$ cat src/rtl/axi_wr_arbiter_pkg.sv
// Shared AXI widths, response codes and arbiter FSM states
// for the cache write-back AXI arbiter.
package axi_wr_arbiter_pkg;

  localparam int AXI_ADDR_WIDTH = 32;
  localparam int AXI_DATA_WIDTH = 64;
  localparam int AXI_ID_WIDTH   = 4;
  localparam int AXI_ID         = 2;

  localparam logic [1:0] AXI_RESP_OKAY = 2'b00;

  typedef enum logic {
    S_IDLE,
    S_SEND
  } state_t;

endpackage

$ cat src/rtl/axi_wr_arbiter_rr_arbiter.sv
// Combinational round-robin picker: first request at or after ptr.
// The pointer itself lives in the parent.
module axi_wr_arbiter_rr_arbiter #(
  parameter  int N  = 2,
  localparam int PW = (N > 1) ? $clog2(N) : 1
) (
  input  logic [N-1:0]  req,
  input  logic          en,
  input  logic [PW-1:0] ptr,
  output logic [N-1:0]  grant
);

  logic [PW-1:0] idx;
  logic          found;

  always_comb begin
    grant = '0;
    found = 1'b0;
    idx   = '0;
    for (int i = 0; i < N; i++) begin
      idx = PW'((int'(ptr) + i) % N);
      if (en && !found && req[idx]) begin
        grant[idx] = 1'b1;
        found      = 1'b1;
      end
    end
  end

endmodule

$ cat src/rtl/axi_wr_arbiter.sv
// Round-robin arbiter sharing one AXI write port between
// single-beat requesters, with B credit tracking and routing.
module axi_wr_arbiter
  import axi_wr_arbiter_pkg::*;
#(
  parameter  int N_REQ           = 2,
  parameter  int ADDR_WIDTH      = AXI_ADDR_WIDTH,
  parameter  int DATA_WIDTH      = AXI_DATA_WIDTH,
  parameter  int ID_WIDTH        = AXI_ID_WIDTH,
  parameter  int ID_BASE         = AXI_ID,
  parameter  int MAX_OUTSTANDING = 4,
  localparam int PW = (N_REQ > 1) ? $clog2(N_REQ) : 1,
  localparam int OW = $clog2(MAX_OUTSTANDING + 1)
) (
  input  logic                        clk,
  input  logic                        rst,
  input  logic [N_REQ-1:0]            req_valid_i,
  input  logic [N_REQ*ADDR_WIDTH-1:0] req_addr_i,
  input  logic [N_REQ*DATA_WIDTH-1:0] req_data_i,
  output logic [N_REQ-1:0]            req_ready_o,
  output logic [N_REQ-1:0]            done_o,
  output logic [N_REQ-1:0]            err_o,
  output logic [ID_WIDTH-1:0]         awid_o,
  output logic [ADDR_WIDTH-1:0]       awaddr_o,
  output logic                        awvalid_o,
  input  logic                        awready_i,
  output logic [ID_WIDTH-1:0]         wid_o,
  output logic [DATA_WIDTH-1:0]       wdata_o,
  output logic                        wlast_o,
  output logic                        wvalid_o,
  input  logic                        wready_i,
  input  logic [ID_WIDTH-1:0]         bid_i,
  input  logic [1:0]                  bresp_i,
  input  logic                        bvalid_i,
  output logic                        bready_o,
  output logic [OW-1:0]               outstanding_o
);

  state_t                  state, state_n;
  logic [PW-1:0]           rr_ptr, ptr_n;
  logic                    aw_done, w_done;
  logic [OW-1:0]           outstanding;
  logic [N_REQ-1:0]        done_q, err_q, done_n, err_n;
  logic                    bready_q;
  logic [ID_WIDTH-1:0]     awid_q, sel_id;
  logic [ADDR_WIDTH-1:0]   awaddr_q, sel_addr;
  logic [DATA_WIDTH-1:0]   wdata_q, sel_data;
  logic [N_REQ-1:0]        grant;
  logic                    can_grant, inc, dec;
  logic                    aw_hs, w_hs, b_hs;

  assign can_grant = !rst && (state == S_IDLE)
                  && (outstanding < OW'(MAX_OUTSTANDING));

  axi_wr_arbiter_rr_arbiter #(.N(N_REQ)) u_rr (
    .req   (req_valid_i),
    .en    (can_grant),
    .ptr   (rr_ptr),
    .grant (grant)
  );

  assign awvalid_o = (state == S_SEND) && !aw_done;
  assign wvalid_o  = (state == S_SEND) && !w_done;
  assign aw_hs     = awvalid_o && awready_i;
  assign w_hs      = wvalid_o && wready_i;
  assign b_hs      = bvalid_i && bready_q;
  assign inc       = |grant;
  assign dec       = b_hs && (outstanding != '0);

  assign req_ready_o   = grant;
  assign awid_o        = awid_q;
  assign wid_o         = awid_q;
  assign awaddr_o      = awaddr_q;
  assign wdata_o       = wdata_q;
  assign wlast_o       = 1'b1;
  assign bready_o      = bready_q;
  assign done_o        = done_q;
  assign err_o         = err_q;
  assign outstanding_o = outstanding;

  always_comb begin
    sel_addr = '0;
    sel_data = '0;
    sel_id   = '0;
    ptr_n    = rr_ptr;
    done_n   = '0;
    err_n    = '0;
    for (int k = 0; k < N_REQ; k++) begin
      if (grant[k]) begin
        sel_addr = req_addr_i[k*ADDR_WIDTH +: ADDR_WIDTH];
        sel_data = req_data_i[k*DATA_WIDTH +: DATA_WIDTH];
        sel_id   = ID_WIDTH'(ID_BASE + k);
        ptr_n    = PW'((k + 1) % N_REQ);
      end
      // IDs wrap modulo 2^ID_WIDTH, so out-of-range bids match nobody
      done_n[k] = b_hs && (bid_i == ID_WIDTH'(ID_BASE + k));
      err_n[k]  = done_n[k] && (bresp_i != AXI_RESP_OKAY);
    end
  end

  always_comb begin
    state_n = state;
    unique case (state)
      S_IDLE: if (inc) state_n = S_SEND;
      S_SEND: if ((aw_done || aw_hs) && (w_done || w_hs))
                state_n = S_IDLE;
      default: state_n = S_IDLE;
    endcase
  end

  always_ff @(posedge clk) begin
    if (rst) begin
      state       <= S_IDLE;
      rr_ptr      <= '0;
      aw_done     <= 1'b0;
      w_done      <= 1'b0;
      outstanding <= '0;
      done_q      <= '0;
      err_q       <= '0;
      bready_q    <= 1'b0;
    end else begin
      state    <= state_n;
      rr_ptr   <= ptr_n;
      bready_q <= 1'b1;
      done_q   <= done_n;
      err_q    <= err_n;
      if (state_n == S_IDLE) begin
        aw_done <= 1'b0;
        w_done  <= 1'b0;
      end else begin
        if (aw_hs) aw_done <= 1'b1;
        if (w_hs)  w_done  <= 1'b1;
      end
      if (inc && !dec)
        outstanding <= outstanding + OW'(1);
      else if (dec && !inc)
        outstanding <= outstanding - OW'(1);
    end
  end

  always_ff @(posedge clk) begin
    if (inc) begin
      awid_q   <= sel_id;
      awaddr_q <= sel_addr;
      wdata_q  <= sel_data;
    end
  end

  always_ff @(posedge clk) begin
    if (!rst && b_hs) assert (outstanding != '0);
    if (!rst) assert (outstanding <= OW'(MAX_OUTSTANDING));
  end

endmodule

$ cat config.mk
export PLATFORM = sky130hd
export DESIGN_NAME = axi_wr_arbiter
export DESIGN_NICKNAME = d
export VERILOG_FILES = /design/src/rtl/axi_wr_arbiter_pkg.sv /design/src/rtl/axi_wr_arbiter_rr_arbiter.sv /design/src/rtl/axi_wr_arbiter.sv
export SDC_FILE = /design/constraint.sdc
export NUM_CORES = 1
export LEC_CHECK = 0
export ABC_AREA = 1
export BUFFER_PORTS_ARGS = -buffer_cell sky130_fd_sc_hd__buf_2
export CAP_MARGIN = 20
export CORE_AREA = 2 2 126 128
export CTS_BUF_LIST = sky130_fd_sc_hd__clkbuf_4 sky130_fd_sc_hd__clkbuf_8 sky130_fd_sc_hd__clkbuf_16
export CTS_CLUSTER_SIZE = 12
export DETAILED_ROUTE_END_ITERATION = 10
export DIE_AREA = 0 0 128 130
export SYNTH_ARGS = -nofsm -noshare
export SYNTH_HDL_FRONTEND = slang
export SYNTH_SLANG_ARGS = --single-unit
$ cat constraint.sdc
create_clock -name clk -period 6.4 [get_ports clk]
set_input_delay 1.28 -clock clk [delete_from_list [all_inputs] [get_ports clk]]
set_output_delay 1.28 -clock clk [all_outputs]
set_load 0.01 [all_outputs]
== Yosys cells after proc, flatten, opt, wreduce, memory -nomap -nowiden ==
Cells that the tools add are included.

* Register bits: 112
* Latch bits: 0
* Memory bits (writable): 0
* Bits in read-only memories: 0
* Input bits: 205
* Output and inout bits: 117
* Memories: 0

* Add/sub/neg operators: 3
* Multiply operators: 0
* Divide/modulo/power cells: 0
* Magnitude comparators: 5
* Eq/ne operators: 2
* Shift operators: 0
* Muxes and demuxes: 22
* Bitwise operators: 3
* Reduce and logical (&&, ||, !) cells: 34

{| class="wikitable"
|+ Operators by type and width
! cell !! number
|-
| 2-to-1 mux 64 bit || 2
|-
| 2-to-1 mux 32 bit || 2
|-
| logical AND 1 bit || 20
|-
| 2-to-1 mux 1 bit || 10
|-
| equality test 4 x 2 -> 1 bit, second input constant || 2
|-
| zero test 1 bit || 6
|-
| 2-to-1 mux 2 bit || 3
|-
| 2-to-1 mux 3 bit || 2
|-
| OR reduction 2 bit || 3
|-
| < comparator 1 x 2 -> 1 bit, second input constant || 2
|-
| nonzero test 2 bit || 2
|-
| adder 3 x 1 -> 3 bit, second input constant || 1
|-
| < comparator 3 bit, second input constant || 1
|-
| nonzero test 3 bit || 1
|-
| subtractor 3 x 1 -> 3 bit, second input constant || 1
|-
| demux 1 bit (select 1 bit) || 2
|-
| greater-or-equal comparator 1 bit, second input constant || 2
|-
| logical OR 1 bit || 2
|-
| inverter 1 bit || 2
|-
| bitwise OR 2 bit || 1
|-
| case mux 1 bit (2 select lines) || 1
|-
| adder 1 bit, second input constant || 1
|}

== Depth between registers and ports, before layout ==
* Depth after elaboration: 14
* Depth in mapped cells: 13
* Mapped depth without buffers: 13

== Hierarchy ==
Synthesis repeated with hierarchy kept, for this count alone.

* Cells, all modules: 498
* Area total of the unflattened synthesis: 4923.5 um2

{| class="wikitable"
|+ By module, submodules not included
! module !! instances !! cells an instance !! area an instance (um2)
|-
| axi_wr_arbiter || 1 || 493 || 4902.2
|-
| axi_wr_arbiter_rr_arbiter || 1 || 5 || 21.3
|}

== Worst setup path before layout ==
No wires, ideal clock.

* Kind: input-to-reg
* From: input port req_valid_i[1]
* To: register outstanding[2], in the netlist outstanding_o[2]
* Library setup time: 0.113 ns
* Arrival: 4.932 ns
* Required time: 6.287 ns
* Setup slack: 1.355 ns
* Stages on the path: 10
* Path buffers: 0
* Cells stage by stage: a21boi_1 > nand2_4 > nand2_1 > ha_1 > inv_1 > fa_1 > a21oi_1 > o21ai_0 > nor2_1 > nor2_1

* Cells in the longest elaborated chain, start to end: 12

{| class="wikitable"
|+ RTL lines
! what !! line !! source
|-
| start, declared || axi_wr_arbiter.sv:17 || <nowiki>input logic [N_REQ-1:0] req_valid_i,</nowiki>
|-
| 2-to-1 mux 1 bit (implied by the code) (2 in a row) || axi_wr_arbiter_rr_arbiter.sv:22 || <nowiki>if (en && !found && req[idx]) begin</nowiki>
|-
| logical AND 1 bit || axi_wr_arbiter_rr_arbiter.sv:22 ||
|-
| 2-to-1 mux 1 bit || axi_wr_arbiter_rr_arbiter.sv:22 ||
|-
| zero test 1 bit || axi_wr_arbiter_rr_arbiter.sv:22 ||
|-
| logical AND 1 bit (2 in a row) || axi_wr_arbiter_rr_arbiter.sv:22 ||
|-
| 2-to-1 mux 2 bit * || axi_wr_arbiter_rr_arbiter.sv:22 ||
|-
| OR reduction 2 bit * || axi_wr_arbiter.sv:67 || <nowiki>assign inc = |grant;</nowiki>
|-
| named net inc || axi_wr_arbiter.sv:49 || <nowiki>logic can_grant, inc, dec;</nowiki>
|-
| zero test 1 bit || axi_wr_arbiter.sv:136 || <nowiki>else if (dec && !inc)</nowiki>
|-
| logical AND 1 bit || axi_wr_arbiter.sv:136 ||
|-
| nonzero test 2 bit (no source line) || n/a ||
|-
| end signal, assigned || axi_wr_arbiter.sv:135 || <nowiki>outstanding <= outstanding + OW'(1);</nowiki>
|-
| end signal, assigned || axi_wr_arbiter.sv:137 || <nowiki>outstanding <= outstanding - OW'(1);</nowiki>
|-
| end, declared || axi_wr_arbiter.sv:42 || <nowiki>logic [OW-1:0] outstanding;</nowiki>
|}

Mark *: on every way through the listed nets, which the timed path passes. The rest lies on a longest branch. The select of a mux whose other input is x is not followed.
A chain may end at the register's enable or synchronous reset.

== Worst setup path in the final report ==
* From: input port req_valid_i[1]
* To: output port req_ready_o[0]

* Cells in the longest elaborated chain, start to end: 8

{| class="wikitable"
|+ RTL lines
! what !! line !! source
|-
| 2-to-1 mux 1 bit (implied by the code) (2 in a row) || axi_wr_arbiter_rr_arbiter.sv:22 ||
|-
| logical AND 1 bit || axi_wr_arbiter_rr_arbiter.sv:22 ||
|-
| 2-to-1 mux 1 bit || axi_wr_arbiter_rr_arbiter.sv:22 ||
|-
| zero test 1 bit || axi_wr_arbiter_rr_arbiter.sv:22 ||
|-
| logical AND 1 bit (2 in a row) || axi_wr_arbiter_rr_arbiter.sv:22 ||
|-
| 2-to-1 mux 2 bit * || axi_wr_arbiter_rr_arbiter.sv:22 ||
|-
| end, declared || axi_wr_arbiter.sv:20 || <nowiki>output logic [N_REQ-1:0] req_ready_o,</nowiki>
|}

Mark *: on every way between the ends. The rest lies on a longest branch, timed or not. The select of a mux whose other input is x is not followed.

==> results by group <==
Pwr
  • Peak VDD IR: 0.156 mV
  • Leakage: 3.48 nW
  • Overall power: 2.09 mW
  • PD cells: 310 nW/µm²

STA
  • Tmin final: 4.02 ns
  • Final Hold Fails: 0
  • Worst rel slew slack: 0.365
  • Setup Viol. Count Final: 0
  • Final hold slack: 0.478 ns
  • Max Slew Vio Count: 0
  • RSZ-0062 raised after global routing: no
  • Final Cycle Share: 0.629
  • FMAX: 0.249 GHz
  • Final TNS setup: 0 ns
  • Setup WS post-layout: 2.38 ns
  • Max Clock Skew: 0.00923 ns
  • Slew at the pin closest to its max-slew limit: 0.953 ns

Place
  • Dpl cells: 971
  • Area after DPL: 6420 µm²
  • Input/output buffers: 316
  • Place WS: 2.35 ns
  • GP Congestion: 0.759
  • Detail Placement HPWL: 9.56 mm

Worst setup path
  • R2R Path End: outstanding_o[2]$_SDFFE_PP0P_
  • Worst Path Max Fanout: 97
  • Arrival time worst endpoint: 2.74 ns
  • R2R Setup Slk: 4.05 ns
  • Worst EP required: 5.12 ns
  • Kind of critical path: in2out
  • Crit path capture: req_ready_o[0]
  • Critical Path Start Type: input port
  • Path depth of the worst reg2reg path: 12
  • Worst r2r src: outstanding_o[2]$_SDFFE_PP0P_
  • Setup crit end kind: output pin
  • Critical path origin: req_valid_i[1]

Floorplanning
  • Initial Util: 0.310
  • Die Height: 130 µm
  • Core Box Area: 15400 µm²
  • Die width: 128 µm
  • IO Pins: 322
  • Cell Rows: 46
  • Die Footprint: 16600 µm²

CTS
  • Setup Buffers After CTS: 0
  • Worst-Skew Late Latency: 0.34 ns
  • CTS H-tree depth: 3
  • Clock Sink Count: 110
  • Worst-path clk slew: 0.07 ns
  • Deepest clock path buffer count: 2
  • CTS tree: done
  • CTS Hold Bufs: 0
  • CTS resizes: 0
  • Root buf cell: clkbuf_16
  • TritonCTS buffer count: 9

Layout
  • Fraction of layout cells with a size suffix above 1: 0.426
  • Area growth from synthesis to layout: 40.7%
  • ANT cells: 0
  • Fin area: 6720 µm²
  • FILL cells: 1606
  • Final nets: 997
  • Post-route insts no fill: 987
  • Util after Layout: 0.436

Yosys
  • Mapped Area: 4780 µm²
  • Post-synthesis mux area share: 0
  • Yosys reg bits: 110
  • Post-synthesis xor/xnor area fraction: 0.00183
  • Yosys top cell by area: edfxtp_1
  • Count of cell types in the netlist: 24
  • Share of the synthesized area in the top cell type: 0.616
  • Post-synthesis adder-cell area fraction: 0.00681
  • Compound-Gate Fraction of Synth Area: 0.00995
  • Yosys warns: 0
  • Largest cells by area after synthesis: edfxtp_1 (62%), nand2_1 (24%), dfxtp_1 (5.0%)
  • Largest family of logic cells by synthesized area: simple AND/OR/NAND/NOR gates
  • Cells after Synth: 486
  • Post-Syn Area per Cell: 9.83 µm²
  • Simple-gate area share of the yosys netlist: 0.258
  • Seq/Total Area, Yosys: 0.666

Route
  • Total wire length: 12.7 mm
  • Wire length per cell: 12.9 µm
  • Drt initial violations: 164
  • Post-route ant nets: 0
  • Via count: 4132
  • Drt via density: 4.19
  • Drt pass-1 iters: 4
  • DRC violations left: 0

Status
  • Status: complete, no violations

Global route
  • Pin count of the biggest net entering global routing: 99
  • Total GRT Usage: 0.142
  • Initial antenna violation count: 0
  • Congestion Overflow GR: 0
  • Global-route wire length before repair: 18.1 mm
  • Vias in the first global route: 3594

Flow run
  • Maxcap violations: 0

Worst hold path
  • Worst Hold Class: reg2reg
  • Hold Path Origin: rr_ptr$_SDFFE_PP0P_
## logic make-up (layout without fill, tap and decap cells)
logic type,count (synthesis),in the layout
XOR/XNOR,1,1
other,2,5
buffers and inverters,43,349
AO/OA/AOI/OAI,8,8
adder cells (fa/ha/maj),2,2
AND/OR/NAND/NOR,320,320
flip-flops,110,110
## critical path, cell delays in order
cell and delay, ns:
buf_2 0.10, a21boi_1 0.26, nand2_4 0.12, inv_4 0.67, buf_2 0.27
## report_power, final
| part | internal, mW | switching (mW) | leakage (nW) |
|---|---|---|---|
| clock | 0.305 | 0.251 | 0.145 |
| combinational | 0.190 | 0.338 | 2.29 |
| sequential | 0.963 | 0.0397 | 1.04 |
## sequential cells by signal, indices dropped and copies added (netlist names)
| register | flops |
|---|---|
| wdata_o | 64 |
| awaddr_o | 32 |
| outstanding_o | 3 |
| awid_o | 2 |
| done_o | 2 |
| err_o | 2 |
| aw_done | 1 |
| bready_o | 1 |
| rr_ptr | 1 |
| state | 1 |
| w_done | 1 |
## final cells by class
cell class	count	area [µm²]	share of cell area
clock inverter	7	72.6	0.0108
tap	192	240	0.0357
clock buffer	9	225	0.0335
multi-input combinational	336	1350	0.200
inverter	16	65.1	0.00968
sequential	110	3180	0.473
timing repair buffer	317	1590	0.236
## cell usage after synthesis
library cell and count:
inv_1 13, nor3_1 2, edfxtp_1 98, o21ai_0 2
nor2_1 11, o31ai_1 1, nor2_4 1, a21oi_1 3
nand2_2 1, buf_2 12, nand2_4 2, nand3_1 1
conb_1 2, buf_4 7, nand2_1 301, dfxtp_1 12
buf_6 8, xor2_1 1, ha_1 1, inv_4 2
fa_1 1, a21boi_1 2, nand4_1 1, inv_2 1
## how the worst min path moves through the flow
stage	end	slack (ns)	cells after the start
4_1_cts	rr_ptr$_SDFFE_PP0P_	0.48	2
3_3_place_gp	rr_ptr$_SDFFE_PP0P_	0.47	2
6_report	rr_ptr$_SDFFE_PP0P_	0.48	2
5_1_grt	rr_ptr$_SDFFE_PP0P_	0.51	2
2_1_floorplan	rr_ptr$_SDFFE_PP0P_	0.44	2
3_5_place_dp	rr_ptr$_SDFFE_PP0P_	0.47	2
## layer usage
layer / global-route usage / wire (µm) / vias up
met5: 0 / 0 / -
met4: 0.0556 / 204 / 0
met3: 0.0402 / 1020 / 11
met2: 0.254 / 6310 / 185
met1: 0.161 / 5180 / 1793
li1: - / - / 2143
## cells in the final DEF, fill, tap and decap left out, types with 3 or more instances in the layout
master,instances
buf_2,316
nand2_4,3
inv_1,13
a21oi_1,3
conb_1,5
dfxtp_1,12
edfxtp_1,98
nor2_1,11
clkbuf_16,9
nand2_1,300
Note: power is estimated with default switching activity, not from simulation.
